==> config.mk <==
export PLATFORM = sky130hd
export DESIGN_NAME = alu_operand_stage
export DESIGN_NICKNAME = d
export VERILOG_FILES = /design/src/rtl/cpu_pkg.sv /design/src/rtl/operand_forward_mux.sv /design/src/rtl/alu_operand_stage.sv
export SDC_FILE = /design/constraint.sdc
export NUM_CORES = 1
export LEC_CHECK = 0
export ABC_CLOCK_PERIOD_IN_PS = 3900
export BUFFER_PORTS_ARGS = -buffer_cell sky130_fd_sc_hd__buf_2
export CAP_MARGIN = 20
export CORE_MARGIN = 2
export CORE_UTILIZATION = 43
export DETAILED_ROUTE_END_ITERATION = 12
export PLACE_DENSITY = 0.86
export SLEW_MARGIN = 20
export SYNTH_ARGS = -nofsm -noshare
export SYNTH_HDL_FRONTEND = slang
export SYNTH_HIERARCHICAL = 1
export SYNTH_SLANG_ARGS = --single-unit
==> constraint.sdc <==
create_clock -name clk -period 3.9 [get_ports clk]
set_input_delay 0.975 -clock clk [delete_from_list [all_inputs] [get_ports clk]]
set_output_delay 0.975 -clock clk [all_outputs]
set_load 0.02 [all_outputs]
==> src/rtl/cpu_pkg.sv <==
// Shared CPU definitions: ALU source modes, register index width, default XLEN.
package cpu_pkg;

  localparam int XLEN_DEF   = 32;
  localparam int REG_ADDR_W = 5;
  localparam int ALU_SRC_W  = 3;

  localparam logic [ALU_SRC_W-1:0] ALU_SRC_COMMON = 3'd0;
  localparam logic [ALU_SRC_W-1:0] ALU_SRC_IMM    = 3'd1;
  localparam logic [ALU_SRC_W-1:0] ALU_SRC_LINK   = 3'd2;
  localparam logic [ALU_SRC_W-1:0] ALU_SRC_LUI    = 3'd3;
  localparam logic [ALU_SRC_W-1:0] ALU_SRC_AUIPC  = 3'd4;

  // rs1 feeds op1 only in the register/register and register/immediate modes
  function automatic logic src_uses_rs1(input logic [ALU_SRC_W-1:0] mode);
    return (mode == ALU_SRC_COMMON) || (mode == ALU_SRC_IMM);
  endfunction

endpackage

==> src/rtl/operand_forward_mux.sv <==
// Priority search over forwarding sources for one source register.
// Lowest index (youngest stage) wins; a pending match blocks older sources.
module operand_forward_mux
  import cpu_pkg::*;
#(
  parameter int XLEN    = XLEN_DEF,
  parameter int NUM_FWD = 2
) (
  input  logic [REG_ADDR_W-1:0]                addr,
  input  logic [XLEN-1:0]                      rf_data,
  input  logic [NUM_FWD-1:0]                   fwd_valid,
  input  logic [NUM_FWD-1:0]                   fwd_pending,
  input  logic [NUM_FWD-1:0][REG_ADDR_W-1:0]   fwd_rd,
  input  logic [NUM_FWD-1:0][XLEN-1:0]         fwd_data,
  output logic [XLEN-1:0]                      data,
  output logic                                 hazard
);

  // Walk oldest to youngest so the youngest match overrides; x0 never matches
  always_comb begin
    data   = rf_data;
    hazard = 1'b0;
    for (int i = NUM_FWD - 1; i >= 0; i--) begin
      if (addr != '0 && fwd_valid[i] && fwd_rd[i] == addr) begin
        data   = fwd_data[i];
        hazard = fwd_pending[i];
      end
    end
  end

endmodule

==> src/rtl/alu_operand_stage.sv <==
// ID/EX operand register: mode-based operand select with forwarding,
// load-use stall, valid/ready on both sides, flush and stall counter.
module alu_operand_stage
  import cpu_pkg::*;
#(
  parameter int XLEN    = XLEN_DEF,
  parameter int NUM_FWD = 2,
  parameter int PC_INC  = 4,
  parameter int CNT_W   = 16
) (
  input  logic                               clk,
  input  logic                               rst,
  input  logic                               in_valid,
  output logic                               in_ready,
  input  logic [ALU_SRC_W-1:0]               alu_src,
  input  logic                               is_store,
  input  logic [REG_ADDR_W-1:0]              rs1_addr,
  input  logic [REG_ADDR_W-1:0]              rs2_addr,
  input  logic [XLEN-1:0]                    rs1_data,
  input  logic [XLEN-1:0]                    rs2_data,
  input  logic [XLEN-1:0]                    imm,
  input  logic [XLEN-1:0]                    pc,
  input  logic [NUM_FWD-1:0]                 fwd_valid,
  input  logic [NUM_FWD-1:0]                 fwd_pending,
  input  logic [NUM_FWD-1:0][REG_ADDR_W-1:0] fwd_rd,
  input  logic [NUM_FWD-1:0][XLEN-1:0]       fwd_data,
  input  logic                               flush,
  output logic                               out_valid,
  input  logic                               out_ready,
  output logic [XLEN-1:0]                    op1,
  output logic [XLEN-1:0]                    op2,
  output logic [XLEN-1:0]                    store_data,
  output logic                               illegal,
  output logic [CNT_W-1:0]                   stall_count
);

  typedef struct packed {
    logic [XLEN-1:0] op1;
    logic [XLEN-1:0] op2;
    logic [XLEN-1:0] store_data;
    logic            illegal;
  } opnd_t;

  // Index 0 = rs1, index 1 = rs2
  logic [1:0][REG_ADDR_W-1:0] src_addr;
  logic [1:0][XLEN-1:0]       src_rf;
  logic [1:0][XLEN-1:0]       src_fwd;
  logic [1:0]                 src_haz;
  logic [1:0]                 src_used;

  assign src_addr = {rs2_addr, rs1_addr};
  assign src_rf   = {rs2_data, rs1_data};

  generate
    for (genvar s = 0; s < 2; s++) begin : g_src
      operand_forward_mux #(
        .XLEN    (XLEN),
        .NUM_FWD (NUM_FWD)
      ) u_fwd (
        .addr        (src_addr[s]),
        .rf_data     (src_rf[s]),
        .fwd_valid   (fwd_valid),
        .fwd_pending (fwd_pending),
        .fwd_rd      (fwd_rd),
        .fwd_data    (fwd_data),
        .data        (src_fwd[s]),
        .hazard      (src_haz[s])
      );
    end
  endgenerate

  logic  hazard;
  logic  capture;
  opnd_t nxt;
  opnd_t cur;

  // Only operands the selected mode actually consumes can stall the stage
  always_comb begin
    src_used[0] = src_uses_rs1(alu_src) && (rs1_addr != '0);
    src_used[1] = ((alu_src == ALU_SRC_COMMON) || is_store) && (rs2_addr != '0);
  end

  assign hazard   = in_valid && |(src_used & src_haz);
  assign in_ready = !hazard && (!out_valid || out_ready);
  assign capture  = in_valid && in_ready && !flush;

  // Operand selection by ALU source mode; illegal modes zero both operands
  always_comb begin
    nxt         = '0;
    nxt.illegal = 1'b0;
    case (alu_src)
      ALU_SRC_COMMON: begin nxt.op1 = src_fwd[0]; nxt.op2 = src_fwd[1]; end
      ALU_SRC_IMM:    begin nxt.op1 = src_fwd[0]; nxt.op2 = imm;        end
      ALU_SRC_LINK:   begin nxt.op1 = pc;         nxt.op2 = XLEN'(PC_INC); end
      ALU_SRC_LUI:    begin nxt.op1 = '0;         nxt.op2 = imm;        end
      ALU_SRC_AUIPC:  begin nxt.op1 = pc;         nxt.op2 = imm;        end
      default:        nxt.illegal = 1'b1;
    endcase
    nxt.store_data = is_store ? src_fwd[1] : '0;
  end

  // Operand register and valid: flush drops validity but keeps the data
  always_ff @(posedge clk or posedge rst) begin
    if (rst) begin
      out_valid <= 1'b0;
      cur       <= '0;
    end else if (flush) begin
      out_valid <= 1'b0;
    end else if (capture) begin
      out_valid <= 1'b1;
      cur       <= nxt;
    end else if (out_valid && out_ready) begin
      out_valid <= 1'b0;
    end
  end

  // Saturating count of hazard cycles; survives flush
  always_ff @(posedge clk or posedge rst) begin
    if (rst) begin
      stall_count <= '0;
    end else if (hazard && stall_count != '1) begin
      stall_count <= stall_count + 1'b1;
    end
  end

  assign op1        = cur.op1;
  assign op2        = cur.op2;
  assign store_data = cur.store_data;
  assign illegal    = cur.illegal;

endmodule
==> flow_metrics.env, run 1 <==
export IMPL_layout_drive_gt1_share=0.375
export IMPL_port_buffers=339
export IMPL_period_share=0.983
export IMPL_met2_length_um=13000
export IMPL_root_buffer="clkbuf_16"
export IMPL_outcome="completed"
export IMPL_avgSynthCellArea_sq_um=8.29
export IMPL_powerDensity_nw_per_um2=421
export IMPL_nFillCells=1463
export IMPL_grt_pass1_vias=7913
export IMPL_startpoint="rs2_addr[3]"
export IMPL_clk_pin_slew_ns=0.05
export IMPL_clockBufferDepth=2
export IMPL_synth_xor_area_frac=0.0404
export IMPL_met3WireLength_um=3060
export IMPL_antenna_found_initial=3
export IMPL_wl_per_cell_um=20.5
export IMPL_die_w_um=133
export IMPL_synth_edf_count=0
export IMPL_r2r_start="stall_count[0]"
export IMPL_fin_skew_ns=0.0103
export IMPL_fin_nets=1394
export IMPL_h_tree_depth=4
export IMPL_synth_simple_gate_area_frac=0.210
export IMPL_rows=47
export IMPL_critPathKind="input port to output pin"
export IMPL_wirelength_um=28700
export IMPL_seq_area_frac_synth=0.399
export IMPL_crit_fanout=4
export IMPL_wl_met1_um=11700
export IMPL_synthArstFlopShare=1.00
export IMPL_mappedNetlistArea_sq_um=7150
export IMPL_drt_iter0_drc=989
export IMPL_final_max_slew_viol_count=0
export IMPL_ys_warn_count=6
export IMPL_synth_main_ff_cell="dfrtp_1"
export IMPL_dp_hpwl_um=21400
export IMPL_gp_congestion=1.01
export IMPL_setup_violations=0
export IMPL_holdBufCountCts=0
export IMPL_setup_worst_path_end="in_ready"
export IMPL_hp_class="register to register"
export IMPL_coreArea_sq_um=16400
export IMPL_r2r_end="stall_count[1]"
export IMPL_worstRegToRegCells=6
export IMPL_cp_start_kind="input port"
export IMPL_worst_pin_slew_ns=0.924
export IMPL_ios=340
export IMPL_required_ns=2.92
export IMPL_syn_inst=863
export IMPL_vias=8475
export IMPL_relSlewSlack=0.383
export IMPL_clock_latency_ns=0.42
export IMPL_arrival_ns=2.86
export IMPL_cts_tree="yes"
export IMPL_grt_overflow_total=0
export IMPL_grt_pass1_wl_um=44400
export IMPL_synth_top_family_by_area="compound AO/OA/AOI/OAI gates"
export IMPL_antenna_left=0
export IMPL_grt_max_degree=99
export IMPL_synthesis_nets=1089
export IMPL_highest_layer="met4"
export IMPL_start_util=0.436
export IMPL_synth_adder_area_share=0.00175
export IMPL_fmax_mhz=261
export IMPL_cellLeakagePower_nw=4.47
export IMPL_cts_sinks=114
export IMPL_drcViolationCount=0
export IMPL_final_hold_viol_count=0
export IMPL_synth_compound_area_frac=0.268
export IMPL_synth_mux_area_frac=0.00472
export IMPL_die_h_um=133
export IMPL_total_power_mw=4.02
export IMPL_area_growth_pct=33.4
export IMPL_crit_path_end_kind="output pin"
export IMPL_r2r_setup_slack_ns=1.65
export IMPL_fin_tns_setup_ns=0
export IMPL_die_area_sq_um=17700
export IMPL_maxCapViolations=0
export IMPL_grt_total_usage=0.322
export IMPL_period_minus_slack_ns=3.84
export IMPL_vdd_drop_max_mv=0.278
export IMPL_drt_pass1_iter_count=6
export IMPL_synthDistinctLibCells=43
export IMPL_ys_ff_latch=114
export IMPL_vias_per_cell=6.04
export IMPL_cts_buffers=17
report_power, final:
group	internal (mW)	switching, mW
Sequential	1.32	0.0787
Combinational	0.351	0.663
Clock	0.995	0.607
Total	2.67	1.35
sequential cells by signal (all words and copies together), names as in the netlist:
name and flops:
op1 32, out_valid 1, stall_count 16, store_data 32, op2 32, illegal 1
layout by cell type (no fill, tap or decap), types with 2 or more instances in the layout:
master and n:
and3_1 7, diode_2 3, o211ai_2 3, o211ai_4 2, nand4_1 11, buf_4 32
inv_1 4, o211a_1 2, a21oi_1 2, o21ai_1 62, a31oi_1 65, nor3_1 66
o21ai_2 19, clkinv_4 2, nor2_2 2, mux2_2 3, nand3_1 73, nand2b_1 2
a41o_1 2, clkbuf_16 17, or4_1 2, dfrtp_1 114, buf_2 337, nand2_1 133
o21ai_0 81, clkinv_2 2, inv_6 2, and4_1 3, clkinvlp_4 4, a22oi_1 63
or2_1 2, nor2b_1 2, bufinv_16 2, xnor2_1 33, buf_12 3, nor2_1 3
or4_4 2, clkbuf_8 3
metrics by stage:
step / instances / setup WS, ns / utilization / hold WS (ns) / area (sq um)
floorplan: 863 / 0.0255 / - / 0.578 / 7160
global placement: 1367 / 0.112 / 0.542 / 0.457 / 8890
detailed placement: 1367 / 0.0641 / 0.542 / 0.462 / 8890
CTS: 1399 / 0.0647 / 0.579 / 0.474 / 9490
global route: 1403 / -0.0182 / 0.581 / 0.494 / 9540
finish: 1404 / 0.0645 / 0.582 / 0.475 / 9540
worst max-delay path, cell delays in order:
cell and delay (ns):
buf_2 0.13, or4_4 0.56, o211ai_4 0.22, or2_1 0.15
a41o_1 0.17, o221ai_2 0.11, a21boi_2 0.30, nor2_1 0.08
buf_4 0.16
Yosys cell counts, drive strengths merged (4+ instances only):
cell type	instances	area [sq um]
a22oi	63	473
a31oi	65	407
and3	7	43.8
buf	39	318
clkbuf	48	210
dfrtp	114	2850
inv	5	18.8
nand2	133	499
nand3	74	375
nand4	12	81.3
nor2	5	21.3
nor3	67	347
o211ai	5	62.6
o21ai	162	882
or4	4	37.5
xnor2	33	289
cell type report:
type	instances	area (sq um)	share of cell area
Clock buffer	21	470	0.0493
Sequential cell	114	2850	0.299
Clock inverter	11	128	0.0134
Multi-Input combinational cell	657	3790	0.397
Timing Repair Buffer	373	2000	0.209
Antenna cell	3	7.51	0.000787
Inverter	5	22.5	0.00236
Tap cell	220	275	0.0288
worst min-delay path by stage:
| stage | startpoint | endpoint | slack [ns] | cells after the start |
|---|---|---|---|---|
| 2_1_floorplan | store_data[3] | store_data[3] | 0.58 | 2 |
| 3_3_place_gp | op2[0] | op2[0] | 0.46 | 2 |
| 3_5_place_dp | op2[5] | op2[5] | 0.46 | 2 |
| 4_1_cts | op2[5] | op2[5] | 0.47 | 2 |
| 5_1_grt | store_data[17] | store_data[17] | 0.49 | 2 |
| 6_report | op2[5] | op2[5] | 0.47 | 2 |
cell families after synthesis:
group                      count (synthesis)
adders and majority gates                  1
buffers and inverters                     92
DFF                                      114
xor gates and xnor gates                  33
AOI/OAI and AO/OA                        305
muxes                                      3
and+or+nand+nor                          315
timing repair:
action                                  4_1_cts  5_1_grt
buffers inserted                              0        2
endpoints found under the setup margin        0        1
gates resized for setup                       0        5
metal layers:
layer / global-route usage / up-vias
met1: 0.450 / 3991
li1: - / 3800
met4: 0.128 / 0
met5: 0 / -
met3: 0.0716 / 76
met2: 0.487 / 608
(Power assumes the default switching activity.)
==> run 2: changes to the inputs <==
- CTS_BUF_LIST: default -> sky130_fd_sc_hd__clkbuf_8 sky130_fd_sc_hd__clkbuf_16
==> run 2 against run 1 <==
  * Global-route usage did not move
  * Cell area unchanged
  * Sequential cell count did not move
  * Clock power hardly changed
  * Register-to-register slack is essentially flat
  * Die area did not move
  * Power down 0.17%
  * Cell count is the same
  * Critical path type unchanged
==> flow_metrics.env, run 2 (synthesis results as in run 1) <==
export IMPL_holdBufCountCts=0
export IMPL_fin_skew_ns=0.00929
export IMPL_comb_power_share=0.253
export IMPL_outcome="completed"
export IMPL_grt_max_degree=99
export IMPL_cts_sinks=114
export IMPL_hp_start="store_data[7]"
export IMPL_period_minus_slack_ns=3.83
export IMPL_root_buffer="clkbuf_16"
export IMPL_critPathKind="input port to output pin"
export IMPL_die_h_um=133
export IMPL_fin_tns_setup_ns=0
export IMPL_drcViolationCount=0
export IMPL_final_hold_viol_count=0
export IMPL_timing_hold_ws_ns=0.475
export IMPL_fmax_mhz=261
export IMPL_crit_fanout=4
export IMPL_slowest_delay_ns=0.56
export IMPL_startpoint="rs2_addr[3]"
export IMPL_hp_class="register to register"
export IMPL_final_cell_mix="buf_2 (337), nand2_1 (133), dfrtp_1 (114)"
export IMPL_r2r_setup_slack_ns=1.66
export IMPL_power_switching_mw=1.34
export IMPL_clock_latency_ns=0.41
export IMPL_setup_violations=0
export IMPL_drt_iter0_drc=991
export IMPL_wl_per_cell_um=20.4
export IMPL_start_util=0.436
export IMPL_hold_end="store_data[7]"
export IMPL_final_max_slew_viol_count=0
export IMPL_die_w_um=133
export IMPL_die_area_sq_um=17700
export IMPL_gp_congestion=1.01
export IMPL_required_ns=2.92
export IMPL_r2r_start="stall_count[0]"
export IMPL_period_share=0.983
export IMPL_ios=340
export IMPL_cts_buffers=17
export IMPL_cp_start_kind="input port"
export IMPL_crit_chain="buf_2, or4_4, o211ai_4, or2_1, a41o_1, o221ai_2, a21boi_2, nor2_1, buf_4"
export IMPL_grt_pass1_vias=7916
export IMPL_switching_share=0.335
export IMPL_power_frac_clock=0.398
export IMPL_relSlewSlack=0.387
export IMPL_cellLeakagePower_nw=4.48
export IMPL_clk_pin_slew_ns=0.05
export IMPL_drt_pass1_iter_count=6
export IMPL_wirelength_um=28700
export IMPL_coreArea_sq_um=16400
export IMPL_fin_nets=1394
export IMPL_vdd_drop_max_mv=0.277
export IMPL_grt_total_usage=0.322
export IMPL_vias=8438
export IMPL_final_common_cell="buf_2"
export IMPL_finish_utilization=0.582
export IMPL_area_growth_pct=33.4
export IMPL_crit_path_end_kind="output pin"
export IMPL_dp_hpwl_um=21400
export IMPL_grt_pass1_wl_um=44400
export IMPL_rows=47
export IMPL_p_seq_frac=0.350
export IMPL_vias_per_cell=6.01
export IMPL_powerDensity_nw_per_um2=420
export IMPL_critPathSlowestCell="or4_4"
export IMPL_p_int_mw=2.67
export IMPL_arrival_ns=2.86
export IMPL_antenna_found_initial=3
export IMPL_cts_tree="yes"
export IMPL_critPathBufInv=2
export IMPL_grt_overflow_total=0
export IMPL_port_buffers=339
export IMPL_r2r_end="stall_count[1]"
export IMPL_h_tree_depth=4
export IMPL_worst_pin_slew_ns=0.918
export IMPL_worstRegToRegCells=6
export IMPL_hold_depth=2
export IMPL_antenna_left=0
export IMPL_clockBufferDepth=2
export IMPL_layout_drive_gt1_share=0.375
export IMPL_maxCapViolations=0
export IMPL_crit_family="compound AO/OA/AOI/OAI gates"
run 2: worst max path at each step:
stage / endpoint / slack (ns) / cells past startpoint
floorplan: in_ready / 0.03 / 9
global placement: in_ready / 0.11 / 9
detailed placement: in_ready / 0.06 / 9
CTS: in_ready / 0.06 / 9
global route: in_ready / -0.02 / 9
finish: in_ready / 0.07 / 9
run 2: timing repair:
| item | in CTS | in global routing |
|---|---|---|
| resized for setup | 0 | 5 |
| setup endpoints to repair | 0 | 1 |
| setup buffers | 0 | 2 |
run 2: area by class of cell:
| type | count | area [sq um] |
|---|---|---|
| antenna | 3 | 7.51 |
| inverter | 5 | 22.5 |
| clock inverter | 12 | 131 |
| multi-input combinational | 657 | 3790 |
| tap | 220 | 275 |
| clock buffer | 20 | 467 |
| timing repair buffer | 373 | 2000 |
| fill | 1463 | 6870 |
| sequential | 114 | 2850 |
run 2: per-stage QoR:
stage                     cells  instance area (sq um)  power, mW  worst slack (ns)
after CTS                  1399                   9490       4.01            0.0647
after floorplan             863                   7160       2.00            0.0255
final                      1404                   9540       4.01            0.0654
after global routing       1403                   9540       4.17           -0.0182
after detailed placement   1367                   8890       2.42            0.0641
after global placement     1367                   8890       2.40             0.112
run 2: per-layer routing:
layer	vias to the layer above	GRT usage	wire, um
li1	3794	-	-
met1	3963	0.450	11600
met2	604	0.487	13000
met3	77	0.0716	3160
met4	0	0.128	949
met5	-	0	0
run 2: worst register-to-register path: stages (launching register included):
cell	delay, ns
dfrtp_1	0.40
ha_1	0.22
nand3_1	0.10
nor4_2	0.52
nand2_1	0.35
nand2_1	0.20
mux2_2	0.34
run 2: power groups by stage:
stage	sequential [mW]	combinational, mW	clock (mW)
detailed placement	1.42	0.997	0
CTS	1.40	1.00	1.61
global placement	1.42	0.984	0
finish	1.40	1.01	1.59
global route	1.42	1.09	1.66
floorplan	1.59	0.405	0
==> run 3: changes to the inputs <==
- PLACE_DENSITY: 0.86 -> 0.87
- SLEW_MARGIN: 20 -> 40
==> run 3 against run 2 <==
  * Sequential share of layout area grew 0.15 points
  * Setup slack worse by 0.048 ns
  * Non-clock buffer count down 1
  * Sequential power is essentially flat
  * Fmax down 1.2%
  * Cell area is 0.49% lower
  * Power is 3.1% lower
  * First-iteration DRC count increased by 20%
  * Hold slack lost 0.0041 ns
  * Largest cell class unchanged
==> flow_metrics.env, run 3 (synthesis results as in run 1) <==
export IMPL_clk_pin_slew_ns=0.05
export IMPL_power_switching_mw=1.31
export IMPL_grt_overflow_total=0
export IMPL_slowest_delay_ns=0.58
export IMPL_path_depth=9
export IMPL_rows=47
export IMPL_dp_cells=1366
export IMPL_vias_per_cell=6.05
export IMPL_drt_iter0_drc=1191
export IMPL_crit_fanout=4
export IMPL_crit_family="simple AND/OR/NAND/NOR gates"
export IMPL_die_w_um=133
export IMPL_switching_share=0.338
export IMPL_h_tree_depth=4
export IMPL_layout_drive_gt1_share=0.374
export IMPL_nFillCells=1496
export IMPL_antenna_found_initial=2
export IMPL_gp_congestion=1.01
export IMPL_holdBufCountCts=0
export IMPL_wirelength_um=28800
export IMPL_ios=340
export IMPL_setup_violations=0
export IMPL_arrival_ns=2.91
export IMPL_start_util=0.436
export IMPL_final_cell_mix="buf_2 (339), nand2_1 (133), dfrtp_1 (114)"
export IMPL_p_seq_frac=0.362
export IMPL_area_growth_pct=32.8
export IMPL_wl_per_cell_um=20.6
export IMPL_fin_cells=1401
export IMPL_grt_max_degree=131
export IMPL_final_max_slew_viol_count=0
export IMPL_fmax_mhz=258
export IMPL_port_buffers=339
export IMPL_die_area_sq_um=17700
export IMPL_crit_chain="buf_2, or4_4, o211ai_4, or2_1, a41o_1, o211ai_2, a21boi_2, nor2_1, buf_2"
export IMPL_vdd_drop_max_mv=0.305
export IMPL_fin_nets=1393
export IMPL_grt_total_usage=0.315
export IMPL_outcome="completed"
export IMPL_relSlewSlack=0.477
export IMPL_cp_start_kind="input port"
export IMPL_die_h_um=133
export IMPL_multi_input_area_sq_um=3790
export IMPL_clock_latency_ns=0.41
export IMPL_worst_pin_slew_ns=0.783
export IMPL_cts_sinks=114
export IMPL_cellLeakagePower_nw=4.47
export IMPL_fin_skew_ns=0.00993
export IMPL_cts_buffers=17
export IMPL_crit_top_cell="buf_2"
export IMPL_crit_path_end_kind="output pin"
export IMPL_p_int_mw=2.57
export IMPL_root_buffer="clkbuf_16"
export IMPL_vias=8477
export IMPL_fin_tns_setup_ns=0
export IMPL_critPathBufInv=2
export IMPL_hp_class="register to register"
export IMPL_grt_pass1_wl_um=43400
export IMPL_finish_utilization=0.579
export IMPL_dp_hpwl_um=21200
export IMPL_worstRegToRegCells=6
export IMPL_period_minus_slack_ns=3.88
export IMPL_critPathKind="input port to output pin"
export IMPL_drt_pass1_iter_count=6
export IMPL_comb_power_share=0.263
export IMPL_power_frac_clock=0.375
export IMPL_cts_tree="yes"
export IMPL_final_common_cell="buf_2"
export IMPL_seqCellArea_sq_um=2850
export IMPL_maxCapViolations=0
export IMPL_clockBufferDepth=2
export IMPL_critPathSlowestCell="or4_4"
export IMPL_final_hold_viol_count=0
export IMPL_required_ns=2.92
export IMPL_grt_pass1_vias=7824
export IMPL_hold_depth=2
export IMPL_antenna_left=0
export IMPL_coreArea_sq_um=16400
export IMPL_drcViolationCount=0
export IMPL_powerDensity_nw_per_um2=409
export IMPL_period_share=0.996
-- run 3: cell types whose count changed in the layout (fill, tap and decap cells not counted), moves of 2 or more --
cell and delta:
buf_2 +2, clkinv_2 +4, clkinvlp_4 -2, buf_4 -3
-- run 3: power by group through the flow --
stage / logic [mW] / clock network (mW) / registers (mW)
after global placement: 0.980 / 0 / 1.42
after CTS: 1.00 / 1.47 / 1.40
final: 1.02 / 1.46 / 1.41
after detailed placement: 1.00 / 0 / 1.42
after global routing: 1.09 / 1.53 / 1.42
after floorplan: 0.405 / 0 / 1.59
-- run 3: what timing repair did --
action / in CTS / in global routing
gates resized for setup: 0 / 2
setup endpoints to repair: 0 / 1
buffers inserted: 0 / 1
-- run 3: worst paths after layout --
check | startpoint | end | slack, ns
min in group asynchronous | rst | stall_count[15] | 0.60
setup / recovery | rs1_addr[3] | in_ready | 0.02
hold / removal | op2[9] | op2[9] | 0.47
max in group asynchronous | rst | op1[25] | 2.66
hold reg to reg | op2[9] | op2[9] | 0.47
setup reg to reg | stall_count[0] | stall_count[1] | 1.74
-- run 3: through the flow --
step | area [sq um] | power, mW | hold slack [ns] | worst slack (ns)
finish | 9500 | 3.89 | 0.470 | 0.0172
global route | 9500 | 4.04 | 0.493 | -0.00221
CTS | 9450 | 3.88 | 0.472 | 0.0722
detailed placement | 8910 | 2.42 | 0.460 | 0.0725
global placement | 8880 | 2.40 | 0.456 | 0.111
floorplan | 7160 | 2.00 | 0.578 | 0.0255
-- run 3: layer usage --
layer / part of all wire / wire (um) / vias to the layer above / global-route usage
li1: - / - / 3791 / -
met1: 0.40 / 11500 / 3938 / 0.437
met2: 0.44 / 12800 / 658 / 0.468
met3: 0.12 / 3360 / 90 / 0.0782
met4: 0.038 / 1110 / 0 / 0.137
met5: 0 / 0 / - / 0
-- run 3: area by class of cell --
cell class,count,area share
Sequential cell,114,0.300
Timing Repair Buffer,372,0.211
Tap cell,220,0.0290
Multi-Input combinational cell,657,0.399
Clock buffer,19,0.0477
Antenna cell,2,0.000527
Inverter,5,0.00237
Clock inverter,12,0.00975
-- run 3: worst register-to-register path, delay by kind of cell (launching register included) --
family | cells | cell delay (ns)
adders and majority gates | 1 | 0.22
and+or+nand+nor | 4 | 1.09
muxes | 1 | 0.34
DFF | 1 | 0.40
